### config.mk
export PLATFORM = sky130hd
export DESIGN_NAME = perf_counter_bank
export DESIGN_NICKNAME = d
export VERILOG_FILES = /design/src/rtl/perf_pkg.sv /design/src/rtl/perf_counter_slice.sv /design/src/rtl/perf_counter_bank.sv
export SDC_FILE = /design/constraint.sdc
export NUM_CORES = 1
export LEC_CHECK = 0
export ABC_AREA = 1
export BUFFER_PORTS_ARGS = -buffer_cell sky130_fd_sc_hd__buf_2
export CAP_MARGIN = 20
export CORE_ASPECT_RATIO = 1.25
export CORE_MARGIN = 2
export CORE_UTILIZATION = 45
export DETAILED_ROUTE_END_ITERATION = 12
export GPL_ROUTABILITY_DRIVEN = 0
export SLEW_MARGIN = 10
export SYNTH_ARGS = -nofsm -noshare
export SYNTH_HDL_FRONTEND = slang
export SYNTH_SLANG_ARGS = --single-unit
export TNS_END_PERCENT = 100
### constraint.sdc
create_clock -name clk -period 2.2 [get_ports clk]
set_input_delay 0.22 -clock clk [delete_from_list [all_inputs] [get_ports clk]]
set_output_delay 0.22 -clock clk [all_outputs]
set_load 0.02 [all_outputs]
### src/rtl/perf_pkg.sv
// Shared constants for the performance-counter bank: core event line indices,
// the disabled-select encoding and the per-counter overflow mode encodings.
package perf_pkg;

  localparam int EV_RETIRED = 0;
  localparam int EV_STALL   = 1;
  localparam int EV_BUBBLE  = 2;
  localparam int EV_FLUSH   = 3;
  localparam int EV_RAW     = 4;
  localparam int EV_FWD     = 5;
  localparam int EV_CBR     = 6;
  localparam int EV_UBR     = 7;
  localparam int EV_ALU_R   = 8;
  localparam int EV_ALU_I   = 9;
  localparam int EV_LOAD    = 10;
  localparam int EV_STORE   = 11;
  localparam int EV_JUMP    = 12;
  localparam int EV_SYSTEM  = 13;

  localparam int NUM_EVENTS_DEF = 16;
  localparam int SEL_W_DEF      = $clog2(NUM_EVENTS_DEF) + 1;

  // Any select with the MSB set is out of event range; all-ones is the canonical "off" value.
  localparam logic [SEL_W_DEF-1:0] SEL_DISABLED = '1;

  localparam logic MODE_WRAP = 1'b0;
  localparam logic MODE_SAT  = 1'b1;

endpackage

### src/rtl/perf_counter_slice.sv
// One programmable counter: its event select/mode/irq-enable config, the live
// count, a sticky overflow flag and a shadow register loaded on snap.
module perf_counter_slice
  import perf_pkg::*;
#(
  parameter int NUM_EVENTS = 16,
  parameter int CNT_WIDTH  = 32,
  parameter int SEL_W      = $clog2(NUM_EVENTS) + 1
) (
  input  logic                  clk,
  input  logic                  rst_n,
  input  logic                  active,
  input  logic [NUM_EVENTS-1:0] events,
  input  logic                  clear,
  input  logic                  snap,
  input  logic                  cfg_we,
  input  logic [SEL_W-1:0]      cfg_sel,
  input  logic                  cfg_sat,
  input  logic                  cfg_irq_en,
  output logic [CNT_WIDTH-1:0]  shadow,
  output logic                  ovf,
  output logic                  irq_en
);

  logic [SEL_W-1:0]      sel;
  logic                  sat;
  logic [CNT_WIDTH-1:0]  count;
  logic [NUM_EVENTS-1:0] ev_shift;
  logic                  hit;

  // Shifting past the vector width yields zero, so out-of-range selects never hit.
  assign ev_shift = events >> sel;
  assign hit      = active & ev_shift[0];

  always_ff @(posedge clk or negedge rst_n) begin
    if (!rst_n) begin
      sel    <= '1;
      sat    <= MODE_WRAP;
      irq_en <= 1'b0;
      count  <= '0;
      ovf    <= 1'b0;
      shadow <= '0;
    end else begin
      if (snap) shadow <= count;
      if (cfg_we) begin
        sel    <= cfg_sel;
        sat    <= cfg_sat;
        irq_en <= cfg_irq_en;
      end
      // Reprogramming restarts the counter so old and new event counts never mix.
      if (clear || cfg_we) begin
        count <= '0;
        ovf   <= 1'b0;
      end else if (hit) begin
        if (&count) begin
          ovf <= 1'b1;
          if (sat == MODE_WRAP) count <= '0;
        end else begin
          count <= count + CNT_WIDTH'(1);
        end
      end
    end
  end

endmodule

### src/rtl/perf_counter_bank.sv
// Bank of programmable event counters plus a free-running cycle counter, with
// atomic snapshot into shadows, a one-cycle-latency read port and overflow irq.
module perf_counter_bank
  import perf_pkg::*;
#(
  parameter int NUM_EVENTS   = 16,
  parameter int NUM_COUNTERS = 8,
  parameter int CNT_WIDTH    = 32,
  parameter int SEL_W        = $clog2(NUM_EVENTS) + 1
) (
  input  logic                              clk,
  input  logic                              rst_n,
  input  logic                              perf_enable,
  input  logic [NUM_EVENTS-1:0]             events,
  input  logic                              clear,
  input  logic                              freeze,
  input  logic                              snap,
  input  logic                              cfg_we,
  input  logic [$clog2(NUM_COUNTERS)-1:0]   cfg_idx,
  input  logic [SEL_W-1:0]                  cfg_sel,
  input  logic                              cfg_sat,
  input  logic                              cfg_irq_en,
  input  logic                              rd_req,
  input  logic [$clog2(NUM_COUNTERS+1)-1:0] rd_idx,
  output logic                              rd_valid,
  output logic [CNT_WIDTH-1:0]              rd_data,
  output logic                              rd_err,
  output logic [NUM_COUNTERS-1:0]           ovf_flags,
  output logic                              irq
);

  localparam int IDX_W = $clog2(NUM_COUNTERS);
  localparam int RD_W  = $clog2(NUM_COUNTERS + 1);
  localparam logic [RD_W-1:0] RD_CYCLE = RD_W'(NUM_COUNTERS);

  logic                    active;
  logic [CNT_WIDTH-1:0]    shadow [NUM_COUNTERS];
  logic [NUM_COUNTERS-1:0] irq_en;
  logic [CNT_WIDTH-1:0]    cycle_cnt;
  logic [CNT_WIDTH-1:0]    cycle_shadow;

  assign active = perf_enable & ~freeze & ~clear;

  for (genvar i = 0; i < NUM_COUNTERS; i++) begin : g_slice
    perf_counter_slice #(
      .NUM_EVENTS (NUM_EVENTS),
      .CNT_WIDTH  (CNT_WIDTH),
      .SEL_W      (SEL_W)
    ) u_slice (
      .clk        (clk),
      .rst_n      (rst_n),
      .active     (active),
      .events     (events),
      .clear      (clear),
      .snap       (snap),
      .cfg_we     (cfg_we && (cfg_idx == IDX_W'(i))),
      .cfg_sel    (cfg_sel),
      .cfg_sat    (cfg_sat),
      .cfg_irq_en (cfg_irq_en),
      .shadow     (shadow[i]),
      .ovf        (ovf_flags[i]),
      .irq_en     (irq_en[i])
    );
  end

  // The cycle counter always wraps and never flags overflow.
  always_ff @(posedge clk or negedge rst_n) begin
    if (!rst_n) begin
      cycle_cnt    <= '0;
      cycle_shadow <= '0;
    end else begin
      if (snap) cycle_shadow <= cycle_cnt;
      if (clear)       cycle_cnt <= '0;
      else if (active) cycle_cnt <= cycle_cnt + CNT_WIDTH'(1);
    end
  end

  always_ff @(posedge clk or negedge rst_n) begin
    if (!rst_n) begin
      rd_valid <= 1'b0;
      rd_data  <= '0;
      rd_err   <= 1'b0;
      irq      <= 1'b0;
    end else begin
      rd_valid <= rd_req;
      rd_data  <= '0;
      rd_err   <= 1'b0;
      irq      <= |(ovf_flags & irq_en);
      if (rd_req) begin
        if (rd_idx < RD_CYCLE)       rd_data <= shadow[rd_idx[IDX_W-1:0]];
        else if (rd_idx == RD_CYCLE) rd_data <= cycle_shadow;
        else                         rd_err  <= 1'b1;
      end
    end
  end

endmodule

==> impl_metrics.xml <==
<?xml version="1.0" encoding="UTF-8"?>
<metrics>
  <group name="status">
    <metric name="outcome" unit="">complete, no violations</metric>
  </group>
  <group name="final_layout">
    <metric name="layout_commonest_cell" unit="">sky130_fd_sc_hd__nand2_1</metric>
    <metric name="multi_input_area" unit="mm^2">0.0189</metric>
    <metric name="num-fill-cells" unit="">8177</metric>
    <metric name="final_cell_mix" unit="">sky130_fd_sc_hd__nand2_1 (1336), sky130_fd_sc_hd__nor2_1 (755), sky130_fd_sc_hd__nand3_1 (753)</metric>
    <metric name="ff_latch_area" unit="mm^2">0.0169</metric>
    <metric name="stdcell_count" unit="">6578</metric>
    <metric name="fin_nets" unit="">5476</metric>
    <metric name="area_growth" unit="%">15.3</metric>
    <metric name="drive_gt1_share" unit="%">13.1</metric>
    <metric name="n_antenna_cell" unit="">0</metric>
  </group>
  <group name="sta">
    <metric name="hold_violations" unit="">0</metric>
    <metric name="fin_tns_setup" unit="ps">0</metric>
    <metric name="max_slew_margin" unit="%">48.9</metric>
    <metric name="timing.final.crit_period" unit="ps">2100</metric>
    <metric name="post-route-period-util" unit="%">95.6</metric>
    <metric name="timing.hold.ws" unit="ps">41.8</metric>
    <metric name="worst-slew-pin-transition" unit="ps">765</metric>
    <metric name="timing.final.max_slew_violations" unit="">0</metric>
    <metric name="fin_skew" unit="ps">21.4</metric>
    <metric name="setup_viol_count_final" unit="">0</metric>
    <metric name="timing.fmax" unit="MHz">475</metric>
  </group>
  <group name="detailed_routing">
    <metric name="detailedRoute.firstIterationViolations" unit="">2940</metric>
    <metric name="detail_route.first_pass.iterations" unit="">6</metric>
    <metric name="via_per_inst" unit="">5.43</metric>
    <metric name="met3WireLength" unit="um">7100</metric>
    <metric name="drc" unit="">0</metric>
    <metric name="detail_route.wirelength" unit="um">127000</metric>
    <metric name="drt.antenna.violating_nets" unit="">0</metric>
    <metric name="detailroute.wirelength.met2" unit="um">58700</metric>
    <metric name="via_count" unit="">35700</metric>
    <metric name="routedLengthMet1" unit="um">54900</metric>
    <metric name="top_layer_used" unit="">met4</metric>
    <metric name="wl_per_cell" unit="um">19.3</metric>
  </group>
  <group name="place">
    <metric name="port-buffer-count" unit="">80</metric>
    <metric name="placed_cells_incl_taps" unit="">6434</metric>
    <metric name="dpl.hpwl" unit="um">92800</metric>
  </group>
  <group name="power_and_ir_drop">
    <metric name="p_leak" unit="nW">19.8</metric>
    <metric name="pwr_density_cell" unit="mW/mm^2">682</metric>
    <metric name="peakVddDrop" unit="V">0.000772</metric>
  </group>
  <group name="worst_setup_path">
    <metric name="cp.arrival" unit="ps">2680</metric>
    <metric name="critical_path_peak_fanout" unit="">17</metric>
    <metric name="critical-path-max-stage-delay" unit="ps">610</metric>
    <metric name="critical-path-top-delay-family" unit="">simple AND/OR/NAND/NOR gates</metric>
    <metric name="worst_path_max_delay_cell" unit="">sky130_fd_sc_hd__dfstp_2</metric>
    <metric name="setup.worst_path.start_class" unit="">flip-flop</metric>
    <metric name="critical_path_most_common_cell" unit="">sky130_fd_sc_hd__nand2_1</metric>
    <metric name="worstPathCellList" unit="">inv_2, nand2_1, nand3_1, nand3_1, nand3b_1, nand2_1, nand2_1, nand2_2, buf_4, nand3_1, nand2_1</metric>
    <metric name="worst_r2r_path_depth" unit="">11</metric>
    <metric name="worst-endpoint-required" unit="ps">2780</metric>
    <metric name="worst_r2r_startpoint" unit="">g_slice[3].u_slice.sel[0]</metric>
    <metric name="crit-reg2reg-capture" unit="">g_slice[3].u_slice.count[21]</metric>
    <metric name="path_buf_inv" unit="">2</metric>
    <metric name="crit_path_class" unit="">flip-flop to flip-flop</metric>
    <metric name="setup_slack_of_the_worst_register_to_register_path" unit="ps">100</metric>
    <metric name="setup.worst_path.end_class" unit="">flip-flop</metric>
  </group>
  <group name="job">
    <metric name="drv.max_cap_violation_count" unit="">0</metric>
  </group>
  <group name="yosys">
    <metric name="ys_warn_count" unit="">0</metric>
    <metric name="synth.yosys.seq_area_share" unit="%">44.0</metric>
    <metric name="avgSynthCellArea" unit="um^2">7.34</metric>
    <metric name="asyncSetResetFlopFracSynth" unit="%">100</metric>
    <metric name="synth_fp_nets" unit="">5284</metric>
    <metric name="synth_edf_count" unit="">0</metric>
    <metric name="postSynthRegisterBits" unit="">675</metric>
    <metric name="synthDominantCellAreaShare" unit="%">41.3</metric>
    <metric name="number_of_unique_standard_cell_types_used_by_synthesis" unit="">44</metric>
    <metric name="ys_top_cells_by_area" unit="">sky130_fd_sc_hd__dfrtp_1 (41%), sky130_fd_sc_hd__nand2_1 (13%), sky130_fd_sc_hd__nand3_1 (9.8%)</metric>
    <metric name="syn-instance-count" unit="">5237</metric>
    <metric name="synth_area" unit="mm^2">0.0385</metric>
    <metric name="postSynth.topFlopCell" unit="">sky130_fd_sc_hd__dfrtp_1</metric>
    <metric name="synth_top_cell_by_area" unit="">sky130_fd_sc_hd__dfrtp_1</metric>
  </group>
  <group name="floorplan">
    <metric name="design.die.area" unit="mm^2">0.0878</metric>
    <metric name="core.rowCount" unit="">119</metric>
    <metric name="die_width" unit="um">265</metric>
    <metric name="ioPinCount" unit="">81</metric>
    <metric name="die_height" unit="um">331</metric>
    <metric name="initial_core_util" unit="%">45.6</metric>
    <metric name="fp.coreArea" unit="mm^2">0.0844</metric>
  </group>
  <group name="clock_network">
    <metric name="number_of_clock_buffers_inserted_by_tritoncts" unit="">75</metric>
    <metric name="clock_sink_count" unit="">675</metric>
    <metric name="path_clk_slew" unit="ps">60</metric>
    <metric name="postCtsSetupBuffers" unit="">0</metric>
    <metric name="cts_max_path_buffers" unit="">3</metric>
    <metric name="insertion_delay" unit="ps">640</metric>
    <metric name="ctsRootBufferMaster" unit="">sky130_fd_sc_hd__clkbuf_16</metric>
    <metric name="cts-htree-levels" unit="">3</metric>
    <metric name="tritoncts_clock_tree" unit="">yes</metric>
  </group>
  <group name="global_route">
    <metric name="grt_remaining_overflow" unit="">0</metric>
    <metric name="global_route_wire_length_before_repair" unit="um">199000</metric>
    <metric name="antenna_found_initial" unit="">0</metric>
    <metric name="first_global_vias" unit="">34300</metric>
    <metric name="groute.usage.overall" unit="%">29.0</metric>
    <metric name="grt_start_max_net_pins" unit="">130</metric>
  </group>
  <group name="min_path">
    <metric name="worstHoldPathType" unit="">primary input to flip-flop</metric>
    <metric name="worstHoldEndpoint" unit="">cycle_cnt[0]</metric>
    <metric name="worst_hold_startpoint" unit="">clear</metric>
    <metric name="whs_path_depth" unit="">4</metric>
  </group>
</metrics>
-- area by class of cell --
cell class	count	share of cell area, %
clock buffer	100	4.81
clock inverter	37	1.11
inverter	391	3.31
multi-input combinational	3923	42.6
sequential	675	38.2
tap	1089	3.07
timing repair buffer	363	6.91
-- report_power, final --
part / internal, W / total, W / switching [W]
registers: 0.0130 / 0.0134 / 0.000410
clock network: 0.00804 / 0.0135 / 0.00549
logic: 0.00106 / 0.00336 / 0.00231
total: 0.0221 / 0.0303 / 0.00821
-- tightest hold or removal path: stages --
cell	delay, ps
sky130_fd_sc_hd__buf_2	100
sky130_fd_sc_hd__inv_2	60
sky130_fd_sc_hd__nand2_1	150
sky130_fd_sc_hd__o21ai_0	100
-- routing by layer --
layer  GRT usage (%)  up-vias
li1                -    17400
met3            3.90      230
met1            38.7    17100
met2            46.8     1049
met4            13.9        0
met5               0        -
-- Yosys cell counts (2+ instances only) --
cell type                  number
sky130_fd_sc_hd__nand3_2       34
sky130_fd_sc_hd__nor3_2         2
sky130_fd_sc_hd__clkinv_1       2
sky130_fd_sc_hd__xor2_1       108
sky130_fd_sc_hd__nor3b_1        2
sky130_fd_sc_hd__inv_1        378
sky130_fd_sc_hd__and2_1         7
sky130_fd_sc_hd__dfstp_2       40
sky130_fd_sc_hd__nand4_1       31
sky130_fd_sc_hd__a21oi_1      252
sky130_fd_sc_hd__nor4_1         2
sky130_fd_sc_hd__buf_1         34
sky130_fd_sc_hd__nor2_2        25
sky130_fd_sc_hd__ha_1           9
sky130_fd_sc_hd__nor3_1        27
sky130_fd_sc_hd__inv_2         11
sky130_fd_sc_hd__nand3_1      753
sky130_fd_sc_hd__o21ai_0      336
sky130_fd_sc_hd__buf_6         12
sky130_fd_sc_hd__buf_2         58
sky130_fd_sc_hd__nand3b_1      22
sky130_fd_sc_hd__nand2_1     1337
sky130_fd_sc_hd__o21bai_1       3
sky130_fd_sc_hd__o211ai_1      12
sky130_fd_sc_hd__nand2_2        8
sky130_fd_sc_hd__a21o_1         3
sky130_fd_sc_hd__nor2_4         3
sky130_fd_sc_hd__mux2_2       105
sky130_fd_sc_hd__dfrtp_1      635
sky130_fd_sc_hd__xnor2_1       69
sky130_fd_sc_hd__nor2_1       758
sky130_fd_sc_hd__a211oi_1       5
sky130_fd_sc_hd__clkbuf_1     113
sky130_fd_sc_hd__buf_4         31
-- kinds of logic after synthesis --
family	Yosys count	synth area share (%)
buf+inv	639	6.96
flops	675	44.0
compound gates	617	8.22
simple gates	3015	33.4
fa+ha+maj	9	0.293
mux	105	3.07
xor+xnor	177	4.03
-- how the worst max path moves through the flow --
| stage | cells after the start | to | from |
|---|---|---|---|
| after CTS | 11 | g_slice[0].u_slice.count[19] | g_slice[0].u_slice.sel[0] |
| after global routing | 11 | g_slice[3].u_slice.count[25] | g_slice[3].u_slice.count[0] |
| after detailed placement | 11 | g_slice[0].u_slice.count[19] | g_slice[0].u_slice.sel[0] |
| after floorplan | 11 | g_slice[2].u_slice.count[0] | g_slice[2].u_slice.count[0] |
| final | 11 | g_slice[3].u_slice.count[21] | g_slice[3].u_slice.sel[0] |
| after global placement | 11 | g_slice[0].u_slice.count[29] | g_slice[0].u_slice.sel[0] |
-- registers in the layout, summed over array words and instances, names as in the netlist --
signal / count
rd_err: 1
g_slice.u_slice.shadow: 256
g_slice.u_slice.count: 256
g_slice.u_slice.sel: 40
g_slice.u_slice.irq_en: 8
cycle_shadow: 32
g_slice.u_slice.sat: 8
rd_data: 32
cycle_cnt: 32
g_slice.u_slice.ovf: 8
rd_valid: 1
irq: 1
-- metrics by stage --
stage	cell area, um^2	util, %	worst slack [ps]	power (W)
floorplan	38500	-	410	0.0153
global placement	41600	49.3	114	0.0169
detailed placement	41600	49.3	91.2	0.0169
CTS	44300	52.5	79.1	0.0305
global route	44400	52.5	-8.94	0.0314
finish	44400	52.5	96.8	0.0303
-- timing repair --
action,in CTS,in global routing
hold endpoints to repair,75,0
gates resized for setup,0,12
endpoints found under the setup margin,0,108
hold buffers,7,0
(Power assumes the default switching activity.)
